<file path="src/rtl/lift_pkg.sv">
// Shared types and display constants for the parametrised lift controller.
package lift_pkg;

  typedef enum logic [1:0] {
    ST_IDLE,
    ST_MOVING,
    ST_DOOR_OPEN
  } state_e;

  // Motion glyphs, active-low, bit6=g .. bit0=a
  localparam logic [6:0] HEX_UP   = 7'b1111110;
  localparam logic [6:0] HEX_DOWN = 7'b1110111;
  localparam logic [6:0] HEX_STOP = 7'b0111111;

  // Hex digit patterns, index 15 leftmost
  localparam logic [15:0][6:0] SEG_TABLE = {
    7'b0001110, 7'b0000110, 7'b0100001, 7'b1000110,
    7'b0000011, 7'b0001000, 7'b0010000, 7'b0000000,
    7'b1111000, 7'b0000010, 7'b0010010, 7'b0011001,
    7'b0110000, 7'b0100100, 7'b1111001, 7'b1000000
  };

endpackage

</file>
<file path="src/rtl/lift_controller_if.sv">
// Switch/indicator bundle between the board top level and the lift controller.
interface lift_controller_if #(
  parameter int FLOORS = 4
);
  localparam int FLOOR_W = $clog2(FLOORS);

  logic [FLOORS-1:0]  sw;
  logic [FLOOR_W-1:0] floor;
  logic [FLOORS-1:0]  pending;
  logic               dir_up;
  logic               moving;
  logic               LED_GREEN;
  logic               LED_RED;
  logic [6:0]         HEX0;
  logic [6:0]         HEX1;

  modport master (
    output sw,
    input  floor, pending, dir_up, moving, LED_GREEN, LED_RED, HEX0, HEX1
  );

  modport slave (
    input  sw,
    output floor, pending, dir_up, moving, LED_GREEN, LED_RED, HEX0, HEX1
  );
endinterface

</file>
<file path="src/rtl/seg7_hex.sv">
// 4-bit value to active-low seven-segment pattern.
module seg7_hex
  import lift_pkg::*;
(
  input  logic [3:0] i_val,
  output logic [6:0] o_seg
);
  assign o_seg = SEG_TABLE[i_val];
endmodule

</file>
<file path="src/rtl/lift_controller.sv">
// SCAN-scheduled elevator: latches floor calls, times travel and door dwell,
// drives door LEDs and floor/motion seven-segment displays.
module lift_controller
  import lift_pkg::*;
#(
  parameter int FLOORS        = 4,
  parameter int TRAVEL_CYCLES = 50_000_000,
  parameter int DOOR_CYCLES   = 100_000_000
) (
  input logic        clk,
  input logic        res,
  lift_controller_if.slave bus
);
  localparam int FLOOR_W = $clog2(FLOORS);
  localparam int CNT_MAX = (TRAVEL_CYCLES > DOOR_CYCLES) ? TRAVEL_CYCLES : DOOR_CYCLES;
  localparam int CNT_W   = (CNT_MAX > 1) ? $clog2(CNT_MAX) : 1;
  localparam logic [CNT_W-1:0] TRAVEL_LAST = CNT_W'(TRAVEL_CYCLES - 1);
  localparam logic [CNT_W-1:0] DOOR_LAST   = CNT_W'(DOOR_CYCLES - 1);

  state_e             r_state;
  logic [FLOOR_W-1:0] r_floor;
  logic [FLOORS-1:0]  r_pending;
  logic               r_dir_up;
  logic               r_moving;
  logic               r_door;
  logic [CNT_W-1:0]   r_cnt;

  logic [FLOORS-1:0]  w_req;
  logic [FLOORS-1:0]  w_above, w_below, w_next_above, w_next_below;
  logic [FLOORS-1:0]  w_clear;
  logic [FLOOR_W-1:0] w_next_floor;
  logic               w_ahead_up, w_ahead_down, w_here, w_go_up;
  logic               w_next_here, w_next_ahead, w_arrive;
  logic [6:0]         w_hex0;

  // Requests seen this cycle include calls arriving on the switches right now
  always_comb begin
    w_req        = r_pending | bus.sw;
    w_next_floor = r_dir_up ? r_floor + FLOOR_W'(1) : r_floor - FLOOR_W'(1);
    for (int i = 0; i < FLOORS; i++) begin
      w_above[i]      = (i > int'(r_floor));
      w_below[i]      = (i < int'(r_floor));
      w_next_above[i] = (i > int'(w_next_floor));
      w_next_below[i] = (i < int'(w_next_floor));
    end
    w_ahead_up   = |(w_req & w_above);
    w_ahead_down = |(w_req & w_below);
    w_here       = w_req[r_floor];
    w_go_up      = r_dir_up ? w_ahead_up : !w_ahead_down;
    w_next_here  = w_req[w_next_floor];
    w_next_ahead = r_dir_up ? |(w_req & w_next_above) : |(w_req & w_next_below);
    w_arrive     = (r_state == ST_MOVING) && (r_cnt == TRAVEL_LAST);

    // The floor where the door can open is served, never latched
    w_clear = '0;
    if (r_state != ST_MOVING)
      w_clear = FLOORS'(1) << r_floor;
    else if (w_arrive && w_next_here)
      w_clear = FLOORS'(1) << w_next_floor;
  end

  always_ff @(posedge clk or negedge res) begin
    if (!res) begin
      r_state   <= ST_IDLE;
      r_floor   <= '0;
      r_pending <= '0;
      r_dir_up  <= 1'b1;
      r_moving  <= 1'b0;
      r_door    <= 1'b0;
      r_cnt     <= '0;
    end else begin
      r_pending <= w_req & ~w_clear;
      case (r_state)
        ST_IDLE: begin
          r_cnt <= '0;
          if (w_here) begin
            r_state <= ST_DOOR_OPEN;
            r_door  <= 1'b1;
          end else if (w_ahead_up || w_ahead_down) begin
            r_state  <= ST_MOVING;
            r_moving <= 1'b1;
            r_dir_up <= w_go_up;
          end
        end
        ST_MOVING: begin
          if (w_arrive) begin
            r_floor <= w_next_floor;
            r_cnt   <= '0;
            if (w_next_here) begin
              r_state  <= ST_DOOR_OPEN;
              r_moving <= 1'b0;
              r_door   <= 1'b1;
            end else if (!w_next_ahead) begin
              r_state  <= ST_IDLE;
              r_moving <= 1'b0;
            end
          end else begin
            r_cnt <= r_cnt + CNT_W'(1);
          end
        end
        ST_DOOR_OPEN: begin
          // A call at this floor holds the door by restarting the dwell
          if (bus.sw[r_floor]) begin
            r_cnt <= '0;
          end else if (r_cnt == DOOR_LAST) begin
            r_state <= ST_IDLE;
            r_door  <= 1'b0;
            r_cnt   <= '0;
          end else begin
            r_cnt <= r_cnt + CNT_W'(1);
          end
        end
        default: begin
          r_state  <= ST_IDLE;
          r_moving <= 1'b0;
          r_door   <= 1'b0;
          r_cnt    <= '0;
        end
      endcase
    end
  end

  seg7_hex u_hex0 (
    .i_val (4'(r_floor)),
    .o_seg (w_hex0)
  );

  assign bus.floor     = r_floor;
  assign bus.pending   = r_pending;
  assign bus.dir_up    = r_dir_up;
  assign bus.moving    = r_moving;
  assign bus.LED_GREEN = r_door;
  assign bus.LED_RED   = ~r_door;
  assign bus.HEX0      = w_hex0;
  assign bus.HEX1      = !r_moving ? HEX_STOP : (r_dir_up ? HEX_UP : HEX_DOWN);

endmodule

</file>
<file path="src/flat_wrapper.sv">
// flat-port wrapper written by rule: the top's interface ports become plain ports
module lift_controller_flat import lift_pkg::*;
#(
  parameter int FLOORS        = 4,
  parameter int TRAVEL_CYCLES = 50_000_000,
  parameter int DOOR_CYCLES   = 100_000_000
)
  (clk, res, bus_sw, bus_floor, bus_pending, bus_dir_up, bus_moving, bus_LED_GREEN, bus_LED_RED, bus_HEX0, bus_HEX1);
  lift_controller_if #(.FLOORS(FLOORS)) bus_i ();
  input logic clk;
  input logic res;
  input wire logic [$bits(bus_i.sw)-1:0] bus_sw;
  output wire logic [$bits(bus_i.floor)-1:0] bus_floor;
  output wire logic [$bits(bus_i.pending)-1:0] bus_pending;
  output wire logic [$bits(bus_i.dir_up)-1:0] bus_dir_up;
  output wire logic [$bits(bus_i.moving)-1:0] bus_moving;
  output wire logic [$bits(bus_i.LED_GREEN)-1:0] bus_LED_GREEN;
  output wire logic [$bits(bus_i.LED_RED)-1:0] bus_LED_RED;
  output wire logic [$bits(bus_i.HEX0)-1:0] bus_HEX0;
  output wire logic [$bits(bus_i.HEX1)-1:0] bus_HEX1;
  assign bus_i.sw = bus_sw;
  assign bus_floor = bus_i.floor;
  assign bus_pending = bus_i.pending;
  assign bus_dir_up = bus_i.dir_up;
  assign bus_moving = bus_i.moving;
  assign bus_LED_GREEN = bus_i.LED_GREEN;
  assign bus_LED_RED = bus_i.LED_RED;
  assign bus_HEX0 = bus_i.HEX0;
  assign bus_HEX1 = bus_i.HEX1;
  lift_controller #(.FLOORS(FLOORS), .TRAVEL_CYCLES(TRAVEL_CYCLES), .DOOR_CYCLES(DOOR_CYCLES)) u_core (.clk(clk), .res(res), .bus(bus_i));
endmodule
</file>
<file path="config.mk">
export PLATFORM = sky130hd
export DESIGN_NAME = lift_controller_flat
export DESIGN_NICKNAME = d
export VERILOG_FILES = /design/src/rtl/lift_pkg.sv /design/src/rtl/lift_controller_if.sv /design/src/rtl/seg7_hex.sv /design/src/rtl/lift_controller.sv /design/src/flat_wrapper.sv
export SDC_FILE = /design/constraint.sdc
export NUM_CORES = 1
export LEC_CHECK = 0
export CORE_UTILIZATION = 40
export DETAILED_ROUTE_END_ITERATION = 7
export PLACE_DENSITY = 0.63
export SYNTH_ARGS = -nofsm -noshare
export SYNTH_HDL_FRONTEND = slang
export SYNTH_SLANG_ARGS = --single-unit
export TNS_END_PERCENT = 50
</file>
<file path="constraint.sdc">
create_clock -name clk -period 3 [get_ports clk]
set_input_delay 0.45 -clock clk [delete_from_list [all_inputs] [get_ports clk]]
set_output_delay 0.45 -clock clk [all_outputs]
set_load 0.05 [all_outputs]
</file>
==> run summary <==
Final Critical Period - 2.60 ns
CP Cell Sequence - inv_1 -> ha_1 -> xor2_1 -> mux4_2 -> or4_4 -> a41oi_1 -> a31oi_1
crit path from - u_core.bus.floor[1]$_DFFE_PN0P_
Worst slew margin - 41.8%
Reg2Reg Depth - 7
crit path max fanout - 8
fillers - 582
type of the tightest min-delay check - in -> async
actual slew at the worst max-slew pin - 0.873 ns
#FFs+latches synth - 38
mapped cell area - 0.00245 mm²
CP max stage delay - 0.55 ns
Max-Cap Viols - 0
global route overflow - 0
library cells used by synthesis - 53
Peak supply drop - 0.221 mV
WP buf/inv - 1
XOR/XNOR share of the synthesized area - 9.63%
H-tree Lvls - 2
EDFF count, synth - 0
Avg Vias per Cell - 5.54
Crit path required time - 3.17 ns
Worst Path Arrival - 2.78 ns
CTS tree - done
Crit Path Class - reg -> reg
initial cell density of the core - 41.5%
Final Skew - 0.00827 ns
Post-CTS Setup Bufs - 0
die area - 0.00645 mm²
critical path depth - 7
row count - 28
PD cells - 359 mW/mm²
fmax - 384 MHz
r2r startpoint - u_core.bus.floor[1]$_DFFE_PN0P_
RR Endpoint - u_core.r_state[0]$_DFFE_PN0P_
Core ar. - 0.00592 mm²
drt total wl - 5.11 mm
nets@finish - 287
area of the multi-input gates - 0.00133 mm²
Placer Congestion - 0.847
CTS clock-pin slew for the worst setup and hold paths - 0.08 ns
worst hold slack - 0.281 ns
Post-Synthesis Cells - 251
Slew Limit Fails - 0
1st-iter DRT viols - 95
largest net degree at the start of global routing - 39
Bufs on Longest Clock Path - 2
register area - 953 µm²
# port buffers - 24
Post-Synth Adder-Cell Area - 4.08%
Root Buffer - clkbuf_8
yosys warns - 0
fraction of layout cells with a size suffix above 1 - 12.8%
final routed DRC violation total - 0
asr flop ratio synth - 100%
vias in the first global route - 1889
Final TNS setup - 0 ns
simple-gate share of the synthesized area - 26.8%
period utilization - 86.8%
Die W - 80.3 µm
cell taking the most area after synthesis - dfrtp_1
first-pass GRT wire length - 8.83 mm
RSZ-0062 raised after global routing - no
final antenna-violating net count - 0
via count - 1935
Setup crit end - u_core.r_state[0]$_DFFE_PN0P_
crit end category - flip-flop
Slowest-stage cell, CP - or4_4
DPL Wire Length - 3.61 mm
Total Power Consumption - 1000 µW
clock buffer count from CTS - 5
post-synthesis compound-gate area fraction - 9.79%
Pre-antenna DRT Iters - 4
top cell family by delay on the critical path - simple AND/OR/NAND/NOR gates
count leader, synth - dfrtp_1
antenna cells - 0
worst reg2reg setup slack - 0.40 ns
Die H - 80.3 µm
synth cell count leaders - dfrtp_1 (37), nor2_1 (34), xnor2_1 (20)
initial antenna violation count - 0
global-route usage over all layers - 17.5%
routed len/inst - 14.6 µm
largest family of logic cells by synthesized area - simple AND/OR/NAND/NOR gates
status - finished clean
Yosys top cell area share - 37.7%
Area Growth Syn to Fin - 13.6%
sequential fraction of the synthesis area - 38.8%
synth top area cells - dfrtp_1 (38%), xnor2_1 (7.1%), nor2_1 (5.2%)
Most used DFF post-synth - dfrtp_1
Final Hold Fails - 0
Startpoint Class - flip-flop
hold buffer count at cts - 0
Syn Area/Cell - 9.78 µm²
CTS Sinks - 38
clock latency on the worst-skew pair - 0.28 ns
IO Count - 30
Final setup viols - 0
CTS resizes - 0
mux cell area share after synthesis - 3.16%
leak pwr - 0.00109 µW
==> logic make-up after synthesis <==
group	Yosys count
and+or+nand+nor	116
DFF	38
buffers and inverters	27
xor gates and xnor gates	27
other	2
AOI/OAI and AO/OA	29
muxes	4
adders and majority gates	8
==> power by group <==
| group | leakage [µW] | switching, µW | internal, µW |
|---|---|---|---|
| clock network | 0.0000575 | 178 | 232 |
| registers | 0.000494 | 3.33 | 516 |
| logic | 0.000540 | 50.7 | 19.1 |
==> layer usage <==
layer / vias to the layer above / global-route usage (%) / part of all wire [%]
li1: 928 / - / -
met1: 957 / 23.2 / 49
met2: 46 / 29.1 / 47
met3: 4 / 3.41 / 3.6
met4: 0 / 4.29 / 0.65
met5: - / 0 / 0
==> layout make-up <==
cell class                      instances  area share, %
Multi-Input combinational cell        189           47.8
Sequential cell                        38           34.2
Clock buffer                            8           3.95
Inverter                               13           1.75
Timing Repair Buffer                   26           8.98
Tap cell                               75           3.37
==> sequential cells by signal, summed over array words and instances, names as in the netlist <==
name and flops:
u_core.bus.floor 2, u_core.bus.moving 1, u_core.r_state 2, u_core.bus.pending 4, u_core.bus.LED_GREEN 1, u_core.r_cnt 27
u_core.bus.dir_up 1
==> placed cells by master (no fill, tap or decap), types with 4 or more instances in the layout <==
cell,Yosys,final
xor2_1,7,7
xnor2_1,20,20
nor4_1,8,8
o21ai_0,7,7
conb_1,2,5
inv_1,13,13
ha_1,8,8
nand3_1,9,9
nor2_1,34,34
nand2_1,14,14
nand4_1,4,4
clkdlybuf4s50_1,0,23
and4_1,8,8
a221oi_1,4,4
clkbuf_8,0,8
and2_1,4,4
or2_2,8,8
dfrtp_1,37,36
==> metrics by stage <==
step	cells	setup slack (ns)	utilization (%)	cell area (µm²)
finish	349	0.395	47.1	2790
global route	349	0.250	47.1	2790
CTS	349	0.405	47.1	2790
detailed placement	341	0.275	45.2	2680
global placement	341	0.276	45.2	2680
floorplan	254	0.114	-	2470
==> worst min path at each step <==
stage,startpoint,endpoint,slack (ns)
after floorplan,res,u_core.bus.LED_GREEN$_DFFE_PN0P_,0.15
after global placement,u_core.r_cnt[0]$_DFF_PN0_,u_core.r_cnt[0]$_DFF_PN0_,0.43
after detailed placement,u_core.r_cnt[0]$_DFF_PN0_,u_core.r_cnt[0]$_DFF_PN0_,0.45
after CTS,res,u_core.r_state[1]$_DFFE_PN0P_,0.32
after global routing,res,u_core.bus.pending[1]$_DFF_PN0_,0.36
final,res,u_core.bus.pending[1]$_DFF_PN0_,0.28
No activity file was read; power rests on OpenSTA's default activity.
